`src/rtl/button_event_queue.sv`:
```
// Button event queue: captures one-cycle CMD/KEY pulses into pending bits,
// arbitrates them by fixed priority and queues them for a valid/ready consumer.
module button_event_queue #(
  parameter int FIFO_DEPTH = 4,
  parameter int PTR_W      = 2
) (
  input  logic             CLOCK_50,
  input  logic             RESET_N,
  input  logic [3:0]       CMD_En,
  input  logic [3:0]       KEY_En,
  input  logic             ENABLE,
  input  logic             EVT_Ready,
  input  logic             CLR_OVF,
  output logic             EVT_Valid,
  output logic [2:0]       EVT_Code,
  output logic [PTR_W:0]   EVT_Count,
  output logic             OVF
);

  logic [7:0]       pend;
  logic [7:0]       pulse;
  logic [7:0]       sel;
  logic [7:0]       clr;
  logic [2:0]       code;
  logic [2:0]       mem [FIFO_DEPTH];
  logic [PTR_W-1:0] wr_ptr;
  logic [PTR_W-1:0] rd_ptr;
  logic             full;
  logic             push;
  logic             pop;
  logic             loss;

  assign pulse     = ENABLE ? {CMD_En, KEY_En} : 8'h00;
  assign full      = EVT_Count == (PTR_W+1)'(FIFO_DEPTH);
  assign push      = (|pend) && !full;
  assign pop       = EVT_Valid && EVT_Ready;
  assign clr       = push ? sel : 8'h00;
  assign loss      = |(pulse & pend & ~clr);
  assign EVT_Valid = EVT_Count != '0;
  assign EVT_Code  = mem[rd_ptr];

  // Scan low priority first so the highest-priority set bit wins last
  always_comb begin
    sel  = '0;
    code = '0;
    for (int i = 3; i >= 0; i--) begin
      if (pend[i]) begin
        sel    = '0;
        sel[i] = 1'b1;
        code   = {1'b0, 2'(i)};
      end
    end
    for (int i = 3; i >= 0; i--) begin
      if (pend[4+i]) begin
        sel      = '0;
        sel[4+i] = 1'b1;
        code     = {1'b1, 2'(i)};
      end
    end
  end

  always_ff @(posedge CLOCK_50 or negedge RESET_N) begin
    if (!RESET_N) begin
      pend      <= '0;
      wr_ptr    <= '0;
      rd_ptr    <= '0;
      EVT_Count <= '0;
      OVF       <= 1'b0;
      for (int i = 0; i < FIFO_DEPTH; i++) mem[i] <= '0;
    end else begin
      pend <= (pend & ~clr) | pulse;
      OVF  <= loss | (OVF & ~CLR_OVF);
      if (push) begin
        mem[wr_ptr] <= code;
        wr_ptr      <= wr_ptr + 1'b1;
      end
      if (pop) rd_ptr <= rd_ptr + 1'b1;
      if (push && !pop)      EVT_Count <= EVT_Count + 1'b1;
      else if (pop && !push) EVT_Count <= EVT_Count - 1'b1;
    end
  end

endmodule
```
`config.mk`:
```
export PLATFORM = sky130hd
export DESIGN_NAME = button_event_queue
export DESIGN_NICKNAME = d
export VERILOG_FILES = /design/src/rtl/button_event_queue.sv
export SDC_FILE = /design/constraint.sdc
export NUM_CORES = 1
export LEC_CHECK = 0
export ABC_AREA = 1
export BUFFER_PORTS_ARGS = -buffer_cell sky130_fd_sc_hd__buf_4
export CORE_ASPECT_RATIO = 1.25
export CORE_UTILIZATION = 35
export CTS_CLUSTER_SIZE = 10
export DETAILED_ROUTE_END_ITERATION = 12
export HOLD_SLACK_MARGIN = 0.15
export SLEW_MARGIN = 0
export SYNTH_ARGS = -nofsm -noshare
export SYNTH_HDL_FRONTEND = slang
export SYNTH_SLANG_ARGS = --single-unit
```
`constraint.sdc`:
```
create_clock -name CLOCK_50 -period 2.5 [get_ports CLOCK_50]
set_clock_uncertainty 0.1 [all_clocks]
set_input_delay 0.5 -clock CLOCK_50 [delete_from_list [all_inputs] [get_ports CLOCK_50]]
set_output_delay 0.5 -clock CLOCK_50 [all_outputs]
set_load 0.005 [all_outputs]
```
# Word-level counts from Yosys, hierarchy flattened
# Cells that the tools add are included.
[word_totals]
register_bits = 28
word_cells = 65
out_inout_bits = 8
inputBits = 13
[op_classes]
muxes = 26
n_eq_ne = 1
n_reduce_logical = 12
add_sub_neg = 4
bitwise = 10
n_lt_le_gt_ge = 3
[op_table]
columns = ["operator", "count"]
rows = [
  ["8-bit two-way mux", 8],
  ["3-bit two-way mux", 12],
  ["8-bit AND", 3],
  ["8-bit OR reduction", 2],
  ["12-bit bitwise mux", 1],
  ["4-bit two-way mux", 2],
  ["8-bit NOT", 1],
  ["8-bit OR", 1],
  ["3-bit binary-select mux with 2-bit select", 1],
  ["3-bit demux with 2-bit select", 1],
  ["3-bit >= comparator (second input constant)", 2],
  ["2-bit NOT with 3-bit output", 2],
  ["1-bit logical AND", 5],
  ["2-bit by 1-bit adder with 2-bit output (second input constant)", 2],
  ["3-bit by 1-bit adder with 3-bit output (second input constant)", 1],
  ["3-bit equality test (second input constant)", 1],
  ["1-bit zero test", 3],
  ["3-bit by 1-bit < comparator with 1-bit output (second input constant)", 1],
  ["3-bit nonzero test", 1],
  ["3-bit by 1-bit subtractor with 3-bit output (second input constant)", 1],
  ["2-bit two-way mux", 1],
  ["2-bit nonzero test", 1],
  ["1-bit AND", 1],
  ["1-bit NOT", 1],
  ["1-bit OR", 1],
]

# Longest topological paths before layout
# Gate-level depths: netlist of the first run.
[depth]
word_depth = 13
depth_mapped = 10
ltp_nobuf = 10

# Worst setup path before layout of the first run
# Ideal clock, no wire load.
[synth_path]
path_type = "reg2reg"
start = "register EVT_Count[0]"
end = "register EVT_Count[2]"
period_less_slack_ns = 2.048
setup_slack_ns = 0.452
t_required_ns = 2.269
arrival_time_ns = 1.817
stages_incl_launch_ff = 11
n_path_buf = 0
path_cell_list = "dfrtp_1 -> nor2_1 -> nand2_2 -> inv_2 -> nor2_8 -> ha_1 -> inv_1 -> fa_1 -> a21oi_1 -> o21ai_0 -> xor2_1"
[synth_between]
elab_chain_len = 6
[synth_lines]
columns = ["item", "line_no", "rtl"]
rows = [
  ["from (decl)", "16", "output logic [PTR_W:0] EVT_Count,"],
  ["from (signal assigned)", "78", "if (push && !pop) EVT_Count <= EVT_Count + 1'b1;"],
  ["from (signal assigned)", "79", "else if (pop && !push) EVT_Count <= EVT_Count - 1'b1;"],
  ["3-bit equality test *", "34", "assign full = EVT_Count == (PTR_W+1)'(FIFO_DEPTH);"],
  ["1-bit zero test *", "35", "assign push = (|pend) && !full;"],
  ["1-bit logical AND *", "35", ""],
  ["named net push", "29", "logic push;"],
  ["1-bit zero test", "79", ""],
  ["1-bit logical AND", "79", ""],
  ["2-bit nonzero test (no line)", "--", ""],
]
# The timed path passes the listed nets; every way through them passes the cells marked *. The select of a mux whose other input is x is not followed.
# A chain may end at the register's enable or synchronous reset.

# Worst setup path in the final report of the first run
# Ends and elaborated chain as after synthesis.

==> flow_summary.toml, run 1 <==
[routing]
drt_iter0_drc = 69
vias_per_cell = 4.52
vias = 1224
routedWlPerCell_um = 10.9
drt_wl_total_mm = 2.96
drc = 0
ant_nets = 0
dr.pass1.iters = 4

[cells_and_area]
design_area_um2 = 1790
multi_input_area_um2 = 738
drive_gt1_share_pct = 16.7
area_delta_synth_final_pct = 17.6
final_nets = 236
regArea_um2 = 701
fillers = 430
diodes = 0

[clocking]
cts_tree = "done"
cts_resized = 0
cts_buffers = 3
cts_max_path_buffers = 2
clk_pin_slew_worst_paths_ns = 0.09
insertion_delay_ns = 0.27
h-tree-depth = 1
cts_sinks = 28
clock-root-buffer = "clkbuf_8"

[die]
die_x_um = 61.0
dieArea_um2 = 4630
num_io_pins = 21
start_util_pct = 36.9
fp.coreArea_um2 = 4130
num_rows = 26
die_h_um = 75.8

[synth]
netlist_area_um2 = 1530
yosysTopAreaCell = "dfrtp_1"
ys_seq_area_share_pct = 45.9
async_flop_share_pct = 100
avgSynthCellArea_um2 = 7.94
synthTopCellsByCount = "nand2_1 (55), dfrtp_1 (28), nor2_1 (22), inv_1 (20), o21ai_0 (19)"
netlist-cell-type-count = 23
postSynthCellCount = 192
synth_enable_flop_cells = 0
synth.area.top_cells = "dfrtp_1 (46%), nand2_1 (14%), o21ai_0 (6.2%)"
synth_top_area_share_pct = 45.9
dominantRegCellSynth = "dfrtp_1"
synth_fp_nets = 211
ys_ff_latch = 28
synth_warnings = 0
yosysMostFrequentCell = "nand2_1"

[pwr]
peakVddDrop_uv = 351
p_leak_nw = 0.943
internal_power_mw = 1.16
switchingPower_mw = 0.787
power_frac_comb_pct = 46.3
clock_power_share_pct = 12.4
swShare_pct = 40.3
powerDensity_nw_per_um2 = 1090
p_seq_share_pct = 41.3

[timing]
setup_viol = 0
fmax_mhz = 457
post-route-period-util_pct = 87.6
rsz0062_at_grt = "no"
setup_ws_ns = 0.311
finalHoldViolations = 0
whs_ns = 0.341
setup_tns_ns = 0
slew_headroom_pct = 75.5
slew_violations = 0
fin_crit_ns = 2.19
worstMarginPinSlew_ns = 0.368

[flow_run]
maxCapViolations = 0

[setup_path]
path_delay_family = "adder cells"
worst-path-buf-inv = 2
rrSetupSlack_ns = 0.31
worstPathArrival_ns = 2.25
setup.worst_path.end_class = "register"
cp_cell_sequence = "nor2_1 -> nand2_2 -> inv_2 -> nor2_8 -> ha_1 -> inv_1 -> fa_1 -> a21oi_1 -> o21ai_0 -> xor2_1"
cpMaxStageDelayCell = "dfrtp_1"
crit_path_max_incr_delay_ns = 0.44
critPathKind = "register to register"
timing.rr.start = "EVT_Count[0]"
path_max_fanout = 9
cp_data_required_time_ns = 2.56
r2r_end = "EVT_Count[2]"
critPathLaunchType = "register"
r2r_cells = 10

[place]
gp_congestion = 0.738
place_ws_ns = 0.320
detailed_place_hpwl_mm = 2.31
dpl-instance-area_um2 = 1740
numPortBuffers = 20

[min_path]
min_path_cells = 3
holdCritStartpoint = "KEY_En[3]"
hp-class = "primary input to register"
whs_endpoint = "pend[3]"

[grt]
grt_pass1_wl_mm = 5.31
grt.total_usage_pct = 15.4
grt_pass1_vias = 1220
antenna_found_initial = 0
grt_start_max_net_pins = 29
overflow = 0

[status]
status = "complete, no violations"
-- timing repair --
item                                   CTS  global route
hold buffers                             1             0
endpoints found under the hold margin   28             0
buffers inserted                         0             0
-- final cells by class --
cell class / count / area share (%)
multi-input combinational: 141 / 41.2
clock buffer: 3 / 2.30
timing repair buffer: 21 / 8.93
tap: 56 / 3.91
sequential: 28 / 39.1
inverter: 22 / 4.61
-- power by group through the flow --
stage | clock network [mW] | registers [mW] | logic, mW
2_1_floorplan | 0 | 0.775 | 0.647
3_3_place_gp | 0 | 0.812 | 0.896
3_5_place_dp | 0 | 0.820 | 0.914
4_1_cts | 0.255 | 0.811 | 0.919
5_1_grt | 0.273 | 0.836 | 1.06
6_report | 0.243 | 0.806 | 0.903
-- logic make-up (layout without fill, tap and decap cells) --
| group | after synthesis | in the layout | synth area share (%) |
|---|---|---|---|
| AND/OR/NAND/NOR | 105 | 105 | 31.5 |
| buffers and inverters | 23 | 46 | 5.66 |
| adder cells (fa/ha/maj) | 6 | 6 | 5.41 |
| AO/OA/AOI/OAI | 25 | 25 | 8.45 |
| XOR/XNOR | 4 | 4 | 2.30 |
| multiplexers | 1 | 1 | 0.738 |
| flip-flops | 28 | 28 | 45.9 |
-- tightest hold or removal path, stage by stage --
cell	delay [ns]
buf_4	0.07
nand2_1	0.05
nand2_1	0.06
-- layer usage --
| layer | track usage, % | up-vias | part of all wire [%] |
|---|---|---|---|
| li1 | - | 654 | - |
| met2 | 28.1 | 20 | 50 |
| met4 | 3.79 | 0 | 0.91 |
| met3 | 2.04 | 4 | 2.5 |
| met1 | 18.7 | 546 | 47 |
| met5 | 0 | - | 0 |
-- flip-flops by register name, summed over array words and instances (netlist names) --
name,flops
EVT_Count,3
mem,12
rd_ptr,2
OVF,1
pend,8
wr_ptr,2
-- worst max-delay path by stage --
stage                       startpoint            to  slack [ns]  cells after the start
after floorplan           EVT_Count[0]  EVT_Count[2]        0.45                     10
after global placement    EVT_Count[0]  EVT_Count[2]        0.35                     10
after detailed placement  EVT_Count[0]  EVT_Count[2]        0.32                     10
after CTS                 EVT_Count[0]  EVT_Count[2]        0.30                     10
after global routing      EVT_Count[0]  EVT_Count[2]         0.1                     10
final                     EVT_Count[0]  EVT_Count[2]        0.31                     10
-- stage by stage --
step	util, %	total power [mW]	cells
floorplan	-	1.42	192
global placement	42.2	1.71	267
detailed placement	42.2	1.73	267
CTS	43.4	1.98	271
global route	43.4	2.16	271
finish	43.4	1.95	271
-- cells in the final DEF, fill, tap and decap left out, drive strengths merged --
cell	n
nand2	62
dfrtp	28
nor2	25
inv	22
buf	20
o21ai	19
nand3	8
nand3b	5
ha	5
nor3	3
o22ai	3
a21oi	3
xor2	3
clkbuf	3
nand4	2
mux2	1
xnor2	1
fa	1
dlygate4sd3	1
No activity file was read; power rests on OpenSTA's default activity.
==> run 2: changes to the inputs <==
--- a/config.mk
+++ b/config.mk
@@ -12,6 +12,7 @@
 export CTS_CLUSTER_SIZE = 10
 export DETAILED_ROUTE_END_ITERATION = 12
 export HOLD_SLACK_MARGIN = 0.15
+export REMOVE_ABC_BUFFERS = 1
 export SLEW_MARGIN = 0
 export SYNTH_ARGS = -nofsm -noshare
 export SYNTH_HDL_FRONTEND = slang
==> run 2 against run 1 <==
  * Worst setup slack improved by 0.014 ns
  * Core utilization unchanged
  * Total power is 0.50% lower
  * Routed wire length shrank 0.67%
  * Final area is the same
  * Register-to-register slack about the same
  * Non-clock buffer count is the same
  * Sequential power about the same
  * Fmax increased by 0.63%
  * Die area did not move
==> flow_summary.toml, run 2 (synthesis gave the netlist of run 1 again) <==
[clocking]
cts_sinks = 28
cts_hold_buf = 1
h-tree-depth = 1
cts_max_path_buffers = 2
cts_buffers = 3
cts_setup_buffers = 0
clk_pin_slew_worst_paths_ns = 0.09
cts_resized = 0
clock-root-buffer = "clkbuf_8"
cts_tree = "done"
insertion_delay_ns = 0.27

[grt]
antenna_found_initial = 0
grt_pass1_vias = 1204
grt.total_usage_pct = 15.7
overflow = 0
grt_pass1_wl_mm = 5.37
grt_start_max_net_pins = 29

[cells_and_area]
fillers = 436
final_common_cell = "nand2_1"
drive_gt1_share_pct = 16.7
fin_util_pct = 43.4
area_delta_synth_final_pct = 17.6
design_area_um2 = 1790
largestRegisters = "mem x12, pend x8, EVT_Count x3"
largest_reg_flops = 12
top_register = "mem"
final_nets = 236
final_cell_mix = "nand2_1 (55), dfrtp_1 (28), nor2_1 (22), inv_1 (20), buf_4 (20)"
diodes = 0

[status]
status = "complete, no violations"

[timing]
slew_violations = 0
fin_crit_ns = 2.18
slew_headroom_pct = 75.5
setup_viol = 0
worstMarginPinSlew_ns = 0.367
rsz0062_at_grt = "no"
setup_tns_ns = 0
fmax_mhz = 460
post-route-period-util_pct = 87.0
finalHoldViolations = 0

[pwr]
powerDensity_nw_per_um2 = 1080
p_leak_nw = 0.943
total_power_mw = 1.94
peakVddDrop_uv = 385

[setup_path]
critPathLaunchType = "register"
cp_data_required_time_ns = 2.55
path_max_fanout = 9
worstPathArrival_ns = 2.23
setup.worst_path.end_class = "register"
critPathKind = "register to register"

[routing]
drt_wl_total_mm = 2.94
drt_iter0_drc = 45
routedWlPerCell_um = 10.9
vias = 1260
vias_per_cell = 4.65
ant_nets = 0
dr.pass1.iters = 4
drc = 0

[die]
die_h_um = 75.8
fp.coreArea_um2 = 4130
num_rows = 26
num_io_pins = 21
die_x_um = 61.0
dieArea_um2 = 4630
start_util_pct = 36.9

[flow_run]
maxCapViolations = 0

[place]
dpl-instance-area_um2 = 1740
gp_congestion = 0.737
detailed_place_hpwl_mm = 2.31
numPortBuffers = 20

[min_path]
hp-class = "primary input to register"
==> run 2: cell counts in the layout (fill, tap and decap cells not counted) <==
Identical to the previous run, type by type.
==> run 2: per-stage QoR <==
stage | hold WS (ns) | setup slack, ns | cells
5_1_grt | 0.346 | 0.119 | 271
4_1_cts | 0.336 | 0.306 | 271
2_1_floorplan | 0.104 | 0.452 | 191
3_5_place_dp | 0.348 | 0.329 | 267
6_report | 0.339 | 0.325 | 271
3_3_place_gp | 0.344 | 0.351 | 267
==> run 2: path summary, 6_finish.rpt <==
check / startpoint / to / slack, ns / cells after the start
setup / recovery: EVT_Count[0] / EVT_Count[2] / 0.32 / 10
hold / removal: KEY_En[0] / pend[0] / 0.34 / 3
min in group asynchronous: RESET_N / EVT_Count[1] / 0.58 / 2
hold reg to reg: mem[0] / mem[0] / 0.39 / 2
setup reg to reg: EVT_Count[0] / EVT_Count[2] / 0.32 / 10
max in group asynchronous: RESET_N / mem[10] / 1.45 / 2
==> run 2: final cells by class <==
class | count | area, um^2 | area share [%]
clock buffers | 3 | 41.3 | 2.30
repair buffers | 21 | 160 | 8.93
inverters | 22 | 82.6 | 4.61
multi-input cells | 141 | 738 | 41.2
flip-flops and latches | 28 | 701 | 39.1
well taps | 56 | 70.1 | 3.91
==> run 2: where the power goes <==
group	switching (mW)	internal, mW
logic	0.486	0.411
registers	0.162	0.643
clock network	0.132	0.108
==> run 2: routing by layer <==
metal | share of wire (%) | global-route usage (%) | up-vias
met5 | 0 | 0 | -
met2 | 51 | 28.7 | 16
met4 | 1.6 | 5.30 | 0
li1 | - | - | 655
met3 | 2.1 | 1.53 | 5
met1 | 45 | 18.8 | 584
==> run 2: worst max-delay path, stage by stage, from the launching register on <==
cell,delay [ns]
dfrtp_1,0.44
nor2_1,0.10
nand2_2,0.13
inv_2,0.08
nor2_8,0.19
ha_1,0.18
inv_1,0.06
fa_1,0.37
a21oi_1,0.14
o21ai_0,0.11
xor2_1,0.15
